## config.mk

```make
export PLATFORM = sky130hd
export DESIGN_NAME = activation_pipe
export DESIGN_NICKNAME = d
export VERILOG_FILES = /design/src/rtl/activation_pipe.sv
export SDC_FILE = /design/constraint.sdc
export NUM_CORES = 1
export LEC_CHECK = 0
export CELL_PAD_IN_SITES_DETAIL_PLACEMENT = 1
export CELL_PAD_IN_SITES_GLOBAL_PLACEMENT = 1
export CORE_ASPECT_RATIO = 0.6
export CORE_MARGIN = 4
export CORE_UTILIZATION = 35
export DETAILED_ROUTE_END_ITERATION = 12
export PLACE_DENSITY = 0.86
export REMOVE_ABC_BUFFERS = 1
export SLEW_MARGIN = 25
export SYNTH_ARGS = -nofsm -noshare
export SYNTH_HDL_FRONTEND = slang
export SYNTH_SLANG_ARGS = --single-unit
```

## constraint.sdc

```tcl
create_clock -name clk -period 1.4 [get_ports clk]
set_input_delay 0.28 -clock clk [delete_from_list [all_inputs] [get_ports clk]]
set_output_delay 0.28 -clock clk [all_outputs]
set_load 0.03 [all_outputs]
```

## src/rtl/activation_pipe.sv

```systemverilog
// activation_pipe: per-lane pass / ReLU / leaky ReLU / clamped ReLU on LANES packed signed Qm.n elements.
// Latency: 2 cycles (S1 input register, S2 result register); throughput 1 beat/cycle.
// Backpressure: out_rdy low stalls S2, then S1; in_rdy is combinational from out_rdy (no skid buffer).
// Optional: define ACTIVATION_PIPE_STATS_EN to add the zero_cnt / clip_cnt output counters.
module activation_pipe #(
   parameter int WIDTH      = 16,
   parameter int FRAC       = 8,
   parameter int LANES      = 4,
   parameter int LEAK_SHIFT = 3,
   parameter int CLAMP_INT  = 6
) (
   input  logic                     clk,
   input  logic                     rst,
   input  logic                     in_val,
   output logic                     in_rdy,
   input  logic [WIDTH*LANES-1:0]   in_data,
   input  logic [1:0]               in_mode,
   output logic                     out_val,
   input  logic                     out_rdy,
   output logic [WIDTH*LANES-1:0]   out_data
`ifdef ACTIVATION_PIPE_STATS_EN
   ,
   output logic [31:0]              zero_cnt,
   output logic [31:0]              clip_cnt
`endif
);

   // Upper clamp bound, saturated to the largest positive element value.
   localparam longint MAX_POS   = (longint'(1) << (WIDTH - 1)) - 1;
   localparam longint BOUND_RAW = longint'(CLAMP_INT) << FRAC;
   localparam logic [WIDTH-1:0] CLAMP_MAX = (BOUND_RAW > MAX_POS) ? WIDTH'(MAX_POS) : WIDTH'(BOUND_RAW);
   localparam int CW = $clog2(LANES + 1);

   // One lane of the activation function; modes 0 pass, 1 ReLU, 2 leaky, 3 clamp.
   function automatic logic [WIDTH-1:0] act_lane(input logic [WIDTH-1:0] x, input logic [1:0] mode);
      logic signed [WIDTH-1:0] xs;
      logic signed [WIDTH-1:0] sh;
      logic [WIDTH-1:0]        y;
      xs = x;
      sh = xs >>> LEAK_SHIFT;   // kept separate so the shift stays arithmetic
      case (mode)
         2'd0:    y = x;
         2'd1:    y = xs[WIDTH-1] ? '0 : x;
         2'd2:    y = xs[WIDTH-1] ? sh : x;
         default: y = xs[WIDTH-1] ? '0 : ((xs > $signed(CLAMP_MAX)) ? CLAMP_MAX : x);
      endcase
      return y;
   endfunction

   logic                    s1_val_q, s1_val_d;
   logic [WIDTH*LANES-1:0]  s1_data_q, s1_data_d;
   logic [1:0]              s1_mode_q, s1_mode_d;
   logic                    s2_val_q, s2_val_d;
   logic [WIDTH*LANES-1:0]  s2_data_q, s2_data_d;
   logic [WIDTH*LANES-1:0]  act_data;
   logic                    s1_adv, s2_adv;

   // Stage advance: a stage may load when it is empty or its contents are leaving.
   always_comb begin
      s2_adv = !s2_val_q || out_rdy;
      s1_adv = !s1_val_q || s2_adv;
   end

   assign in_rdy   = s1_adv;
   assign out_val  = s2_val_q;
   assign out_data = s2_data_q;

   // Per-lane activation of the S1 contents.
   always_comb begin
      act_data = '0;
      for (int i = 0; i < LANES; i++) begin
         act_data[i*WIDTH +: WIDTH] = act_lane(s1_data_q[i*WIDTH +: WIDTH], s1_mode_q);
      end
   end

   // Next-state for both stages; data registers only load on an actual transfer.
   always_comb begin
      s1_val_d  = s1_val_q;
      s1_data_d = s1_data_q;
      s1_mode_d = s1_mode_q;
      s2_val_d  = s2_val_q;
      s2_data_d = s2_data_q;
      if (s1_adv) begin
         s1_val_d = in_val;
         if (in_val) begin
            s1_data_d = in_data;
            s1_mode_d = in_mode;
         end
      end
      if (s2_adv) begin
         s2_val_d = s1_val_q;
         if (s1_val_q) begin
            s2_data_d = act_data;
         end
      end
   end

   // Pipeline registers; reset discards any in-flight beats.
   always_ff @(posedge clk or negedge rst) begin
      if (!rst) begin
         s1_val_q  <= 1'b0;
         s1_data_q <= '0;
         s1_mode_q <= '0;
         s2_val_q  <= 1'b0;
         s2_data_q <= '0;
      end else begin
         s1_val_q  <= s1_val_d;
         s1_data_q <= s1_data_d;
         s1_mode_q <= s1_mode_d;
         s2_val_q  <= s2_val_d;
         s2_data_q <= s2_data_d;
      end
   end

`ifdef ACTIVATION_PIPE_STATS_EN
   logic [CW-1:0] zero_n, clip_n;
   logic [CW-1:0] s2_zero_q, s2_zero_d;
   logic [CW-1:0] s2_clip_q, s2_clip_d;
   logic [31:0]   zero_cnt_q, zero_cnt_d;
   logic [31:0]   clip_cnt_q, clip_cnt_d;

   // Per-beat counts of zeroed-negative lanes and upper-clamped lanes, carried alongside S2.
   always_comb begin
      zero_n = '0;
      clip_n = '0;
      for (int i = 0; i < LANES; i++) begin
         if (s1_data_q[i*WIDTH + WIDTH - 1] && s1_mode_q[0]) begin
            zero_n = zero_n + CW'(1);
         end
         if ((s1_mode_q == 2'd3) && !s1_data_q[i*WIDTH + WIDTH - 1] &&
             ($signed(s1_data_q[i*WIDTH +: WIDTH]) > $signed(CLAMP_MAX))) begin
            clip_n = clip_n + CW'(1);
         end
      end
   end

   // Counters advance only when a beat is actually handed downstream.
   always_comb begin
      s2_zero_d  = s2_zero_q;
      s2_clip_d  = s2_clip_q;
      zero_cnt_d = zero_cnt_q;
      clip_cnt_d = clip_cnt_q;
      if (s2_adv && s1_val_q) begin
         s2_zero_d = zero_n;
         s2_clip_d = clip_n;
      end
      if (s2_val_q && out_rdy) begin
         zero_cnt_d = zero_cnt_q + 32'(s2_zero_q);
         clip_cnt_d = clip_cnt_q + 32'(s2_clip_q);
      end
   end

   // Statistics registers.
   always_ff @(posedge clk or negedge rst) begin
      if (!rst) begin
         s2_zero_q  <= '0;
         s2_clip_q  <= '0;
         zero_cnt_q <= '0;
         clip_cnt_q <= '0;
      end else begin
         s2_zero_q  <= s2_zero_d;
         s2_clip_q  <= s2_clip_d;
         zero_cnt_q <= zero_cnt_d;
         clip_cnt_q <= clip_cnt_d;
      end
   end

   assign zero_cnt = zero_cnt_q;
   assign clip_cnt = clip_cnt_q;
`endif

endmodule

```

==> results of run 1 <==
==> power breakdown <==
| part | switching [mW] | total (mW) | internal (mW) |
|---|---|---|---|
| sequential | 0.757 | 5.38 | 4.62 |
| combinational | 3.12 | 5.83 | 2.71 |
| clock | 1.77 | 4.68 | 2.90 |
| total | 5.65 | 15.9 | 10.2 |
==> critical path: stages (launching register included) <==
cell	delay [ps]
dfrtp_1	360
nor2b_4	170
nand2_2	80
buf_6	120
buf_6	130
==> sequential cells by signal (all words and copies together) (netlist names) <==
| signal | count |
|---|---|
| out_val | 1 |
| out_data | 64 |
| s1_val_q | 1 |
| s1_mode_q | 2 |
| s1_data_q | 64 |
==> placed cells by master (no fill, tap or decap), types with 11 or more instances in the layout <==
| cell | count |
|---|---|
| a21oi_1 | 15 |
| a22oi_1 | 28 |
| buf_12 | 23 |
| buf_2 | 18 |
| buf_4 | 85 |
| buf_6 | 18 |
| clkbuf_16 | 23 |
| clkdlybuf4s15_2 | 34 |
| clkdlybuf4s50_1 | 68 |
| dfrtp_1 | 128 |
| inv_1 | 27 |
| mux2_1 | 11 |
| mux2_2 | 56 |
| nand2_1 | 42 |
| nor2_1 | 30 |
| o21ai_1 | 16 |
| o21ai_2 | 33 |
==> routing by layer <==
| layer | vias up | share of wire (%) |
|---|---|---|
| li1 | 2419 | - |
| met1 | 2820 | 42 |
| met2 | 157 | 51 |
| met3 | 31 | 5.5 |
| met4 | 0 | 1.7 |
| met5 | - | 0 |
==> worst max-delay path by stage <==
| stage | start | end | slack [ps] |
|---|---|---|---|
| floorplan | out_val$_DFFE_PN0P_ | s1_data_q[0]$_DFFE_PN0P_ | -1570 |
| global placement | out_rdy | out_data[40]$_DFFE_PN0P_ | -500 |
| detailed placement | out_rdy | out_data[36]$_DFFE_PN0P_ | -600 |
| CTS | out_val$_DFFE_PN0P_ | in_rdy | -130 |
| global route | out_val$_DFFE_PN0P_ | in_rdy | -200 |
| finish | out_val$_DFFE_PN0P_ | in_rdy | -140 |
==> through the flow <==
step	util (%)	power (mW)	cells	instance area (um^2)	TNS, ps
3_5_place_dp	50.9	10.5	962	8390	-62170
6_report	59.3	15.9	1016	9780	-7590
4_1_cts	57.4	15.5	1006	9460	-4980
3_3_place_gp	50.9	10.2	962	8390	-55970
5_1_grt	59.3	16.5	1016	9780	-14310
2_1_floorplan	-	7.58	502	5780	-149240
==> logic make-up (layout without fill, tap and decap cells) <==
logic type | count (synthesis) | count (layout) | synth area share (%)
buffers and inverters | 61 | 313 | 5.09
adders and majority gates | 1 | 1 | 0.167
and+or+nand+nor | 124 | 124 | 10.1
DFF | 132 | 132 | 55.3
muxes | 73 | 73 | 13.7
AOI/OAI and AO/OA | 144 | 145 | 15.8
==> final cells by class <==
class                      count  area share [%]
clock inverter                11            1.55
multi-input combinational    343            29.1
clock buffer                  20            4.67
tap                          228            2.92
sequential                   132            33.8
timing repair buffer         254            26.9
inverter                      28            1.07
==> what timing repair did <==
action                     4_1_cts  5_1_grt
hold buffers                     1        0
pin swaps                       27       20
setup endpoints to repair      181      144
gates cloned                     2        6
resized for setup              264       86
setup buffers                   10        7
hold endpoints to repair        25        0
==> flow_metrics.env, run 1 <==
export IMPL_r2r_end="out_data[36]$_DFFE_PN0P_"
export IMPL_fill_cells=1708
export IMPL_syn_area_per_cell_um2=11.2
export IMPL_cap_violations=0
export IMPL_cp_start_kind="flop"
export IMPL_clock_latency_ps=410
export IMPL_grt_ovfl_total=0
export IMPL_fp_row_count=36
export IMPL_use_met3_pct=4.95
export IMPL_core_area_mm2=0.0165
export IMPL_num_vias=5427
export IMPL_drtIter0Drc=302
export IMPL_fin_hold_ws_ps=322
export IMPL_relSlewSlack_pct=78.9
export IMPL_synth_area_leaders="dfrtp_1 55%, mux2_2 11%, a22oi_1 4.1%, o21ai_0 3.2%, nand2_1 3.0%"
export IMPL_cts_root_buf="clkbuf_16"
export IMPL_async_flop_share_pct=100
export IMPL_dieArea_mm2=0.0193
export IMPL_yosysWarningCount=0
export IMPL_synth_top_area_share_pct=55.3
export IMPL_outcome="finished, violations left"
export IMPL_endpoint_kind="primary output"
export IMPL_vias_per_cell=5.34
export IMPL_clkSlewWorstSetupHoldPaths_ps=60
export IMPL_timing_fmax_mhz=648
export IMPL_synth_cell_types=43
export IMPL_grt_pass1_vias=5960
export IMPL_cp_data_arrival_time_ps=1260
export IMPL_ys_seq_area_share_pct=55.3
export IMPL_ff2ff_path_depth=5
export IMPL_crit_fanout=2
export IMPL_drive_gt1_share_pct=48.1
export IMPL_grt_busiest_layer="met2"
export IMPL_period_share_pct=110
export IMPL_setup_viol=114
export IMPL_clkSinkCount=132
export IMPL_hpwl_um=14400
export IMPL_antenna_cells=0
export IMPL_grt_max_degree=46
export IMPL_pin_count=136
export IMPL_die_w_um=177
export IMPL_cts_inserted_buffers=17
export IMPL_grt_pass1_wl_um=33700
export IMPL_place_port_buffers=135
export IMPL_reg2reg_from="s1_mode_q[1]$_DFFE_PN0P_"
export IMPL_min_path_type="in2async"
export IMPL_tightest_slew_ps=315
export IMPL_synth_most_common_cell="dfrtp_1"
export IMPL_setup_slack_ps=-142
export IMPL_hold_violations=0
export IMPL_syn_cell_area_mm2=0.00598
export IMPL_fin_skew_ps=10.7
export IMPL_r2r_slack_ps=-130
export IMPL_ant_nets=0
export IMPL_place_gp_congestion=0.848
export IMPL_post_route_drc_count=0
export IMPL_start_util_pct=36.3
export IMPL_p_per_area_mw_per_mm2=1620
export IMPL_netlist_top_cells_count="132 x dfrtp_1, 58 x mux2_2, 48 x nand2_1"
export IMPL_maxSlewViolCount=0
export IMPL_grt_util_met1_pct=28.5
export IMPL_drt_wirelength_per_cell_um=23.1
export IMPL_critical_path_class="reg2out"
export IMPL_grt_use_total_pct=22.7
export IMPL_area_growth_pct=63.6
export IMPL_peakVddDrop_mv=0.786
export IMPL_drt_pass1_iterations=4
export IMPL_crit_required_ps=1120
export IMPL_synth_top_cell_by_area="dfrtp_1"
export IMPL_pre_cts_ws_ps=-604
export IMPL_die_h_um=109
export IMPL_num_nets_final=846
export IMPL_cts_tree="yes"
export IMPL_rsz0062_at_grt="yes"
export IMPL_multi_input_area_mm2=0.00285
export IMPL_antenna_found_initial=0
export IMPL_leakage_nw=4.33
export IMPL_h_tree_depth=4
export IMPL_cts_buffer_depth=2
export IMPL_synth_enable_flop_cells=0
export IMPL_grt_use_met2_pct=39.9
export IMPL_ys_ff_latch=132
export IMPL_violations="negative setup slack"
export IMPL_yosys_most_used_dff="dfrtp_1"
export IMPL_layout_min_cycle_time_ps=1540
export IMPL_synthCells=535
export IMPL_drt_total_wl_um=23500
export IMPL_register_area_mm2=0.00331
Power figures use the tool's default switching activity.
==> inputs of run 2 (changes only) <==
--- a/config.mk
+++ b/config.mk
@@ -11,7 +11,8 @@
 export CORE_MARGIN = 4
 export CORE_UTILIZATION = 35
 export DETAILED_ROUTE_END_ITERATION = 12
-export PLACE_DENSITY = 0.86
+export PLACE_DENSITY_LB_ADDON = 0.05
+export RECOVER_POWER = 100
 export REMOVE_ABC_BUFFERS = 1
 export SLEW_MARGIN = 25
 export SYNTH_ARGS = -nofsm -noshare
==> run 2 against run 1 <==
Net effect:
- the run still ends with negative setup slack left
- clock skew hardly changed
- total power is 5.4% lower
- design area is 1.7% lower
- largest cell class unchanged
- highest routed layer is now met5
==> flow_metrics.env, run 2 (synthesis gave the netlist of run 1 again) <==
export IMPL_outcome="finished, violations left"
export IMPL_violations="negative setup slack"
export IMPL_cp_data_arrival_time_ps=1830
export IMPL_place_port_buffers=135
export IMPL_endpoint_kind="flop"
export IMPL_drt_pass1_iterations=4
export IMPL_clock_latency_ps=410
export IMPL_vias_per_cell=5.08
export IMPL_core_area_mm2=0.0165
export IMPL_num_vias=5200
export IMPL_drt_wirelength_per_cell_um=20.0
export IMPL_dieArea_mm2=0.0193
export IMPL_crit_required_ps=1690
export IMPL_setup_slack_ps=-136
export IMPL_period_share_pct=110
export IMPL_num_nets_final=853
export IMPL_power_total_mw=15.0
export IMPL_worstHoldStart="in_data[5]"
export IMPL_pin_count=136
export IMPL_layout_common_cells="128 x dfrtp_1, 94 x buf_4, 68 x clkdlybuf4s50_1, 45 x mux2_2, 44 x nand2_1"
export IMPL_ant_nets=0
export IMPL_setup_viol=115
export IMPL_r2r_slack_ps=-140
export IMPL_drive_gt1_share_pct=47.4
export IMPL_grt_ovfl_total=0
export IMPL_pre_cts_ws_ps=-550
export IMPL_fp_row_count=36
export IMPL_cp_top_family="multiplexers"
export IMPL_drtIter0Drc=250
export IMPL_path_buf_inv=2
export IMPL_peakVddDrop_mv=0.885
export IMPL_crit_fanout=20
export IMPL_leakage_nw=4.33
export IMPL_p_per_area_mw_per_mm2=1560
export IMPL_maxSlewViolCount=0
export IMPL_die_h_um=109
export IMPL_final_common_cell="dfrtp_1"
export IMPL_cp_slowest_cell="mux2_2"
export IMPL_clkSlewWorstSetupHoldPaths_ps=60
export IMPL_cap_violations=0
export IMPL_path_cells="nor2b_4, nand2_2, buf_4, nand2_8, buf_12, mux2_2"
export IMPL_r2r_end="s1_data_q[12]$_DFFE_PN0P_"
export IMPL_area_growth_pct=60.8
export IMPL_grt_pass1_vias=5596
export IMPL_die_w_um=177
export IMPL_relSlewSlack_pct=38.4
export IMPL_ff2ff_path_depth=6
export IMPL_cts_buffer_depth=2
export IMPL_drt_total_wl_um=20500
export IMPL_min_path_cells=2
export IMPL_grt_pass1_wl_um=31700
export IMPL_cts_root_buf="clkbuf_16"
export IMPL_layout_min_cycle_time_ps=1540
export IMPL_reg2reg_from="out_val$_DFFE_PN0P_"
export IMPL_worstHoldEndpoint="s1_data_q[5]$_DFFE_PN0P_"
export IMPL_grt_max_degree=39
export IMPL_place_gp_congestion=0.861
export IMPL_start_util_pct=36.3
export IMPL_critical_path_class="reg2reg"
export IMPL_h_tree_depth=4
export IMPL_fill_cells=1704
export IMPL_hpwl_um=13900
export IMPL_min_path_type="in2reg"
export IMPL_antenna_found_initial=1
export IMPL_antenna_cells=0
export IMPL_hold_violations=0
export IMPL_post_route_drc_count=0
export IMPL_tightest_slew_ps=924
export IMPL_cp_slowest_stage_delay_ps=370
export IMPL_cts_tree="yes"
export IMPL_fin_skew_ps=10.3
export IMPL_cp_start_kind="flop"
export IMPL_clkSinkCount=132
export IMPL_cts_inserted_buffers=17
export IMPL_rsz0062_at_grt="yes"
export IMPL_grt_use_total_pct=21.3
export IMPL_timing_fmax_mhz=651
-- run 2: cell count changes in the layout (fill, tap and decap cells not counted), moves of 5 or more --
cell,before,now
clkbuf_16,23,18
o21ai_0,6,13
o21ai_1,16,11
a21oi_1,15,20
clkdlybuf4s15_2,34,26
buf_4,85,94
buf_2,18,33
mux2_2,56,45
mux2_4,2,14
-- run 2: timing repair --
item                                    4_1_cts  5_1_grt
buffers inserted                             11       11
pin swaps                                    34       18
hold buffers                                  1        0
endpoints found under the hold margin        29        0
cloned                                        1        1
resized for setup                           304      102
endpoints found under the setup margin      178      159
-- run 2: how the worst max path moves through the flow --
stage,from,to,slack (ps),cells past startpoint
finish,out_val$_DFFE_PN0P_,s1_data_q[12]$_DFFE_PN0P_,-140,6
global route,out_val$_DFFE_PN0P_,s1_data_q[24]$_DFFE_PN0P_,-190,6
CTS,out_val$_DFFE_PN0P_,in_rdy,-120,4
detailed placement,out_rdy,out_data[3]$_DFFE_PN0P_,-550,6
floorplan,out_val$_DFFE_PN0P_,s1_data_q[0]$_DFFE_PN0P_,-1570,4
global placement,out_rdy,out_data[33]$_DFFE_PN0P_,-490,6
-- run 2: area by class of cell --
class | count | area [um^2] | area share, %
Tap cell | 228 | 285 | 2.97
Timing Repair Buffer | 261 | 2480 | 25.8
Sequential cell | 132 | 3310 | 34.4
Multi-Input combinational cell | 343 | 2880 | 29.9
Clock inverter | 14 | 128 | 1.33
Clock buffer | 18 | 429 | 4.46
Inverter | 28 | 105 | 1.09
-- run 2: metrics by stage --
step           instances  instance area (um^2)  setup TNS [ps]  hold slack [ps]  util [%]
2_1_floorplan        502                  5780         -149240            -15.6         -
3_3_place_gp         969                  8390          -54590              196      50.9
3_5_place_dp         969                  8390          -57990              197      50.9
4_1_cts             1013                  9510           -7440              326      57.7
5_1_grt             1024                  9610          -21040              442      58.3
6_report            1024                  9610           -9330              457      58.3
-- run 2: layer usage --
metal / part of all wire, % / up-vias / track usage [%]
li1: - / 2423 / -
met1: 46 / 2652 / 29.5
met2: 49 / 113 / 35.1
met3: 3.9 / 10 / 3.98
met4: 0.51 / 2 / 5.08
met5: 0.034 / - / 0
-- run 2: power breakdown --
group,internal (mW),switching [mW],total [mW]
logic,2.55,2.98,5.52
registers,4.62,0.626,5.25
clock network,2.46,1.79,4.25
total,9.63,5.39,15.0
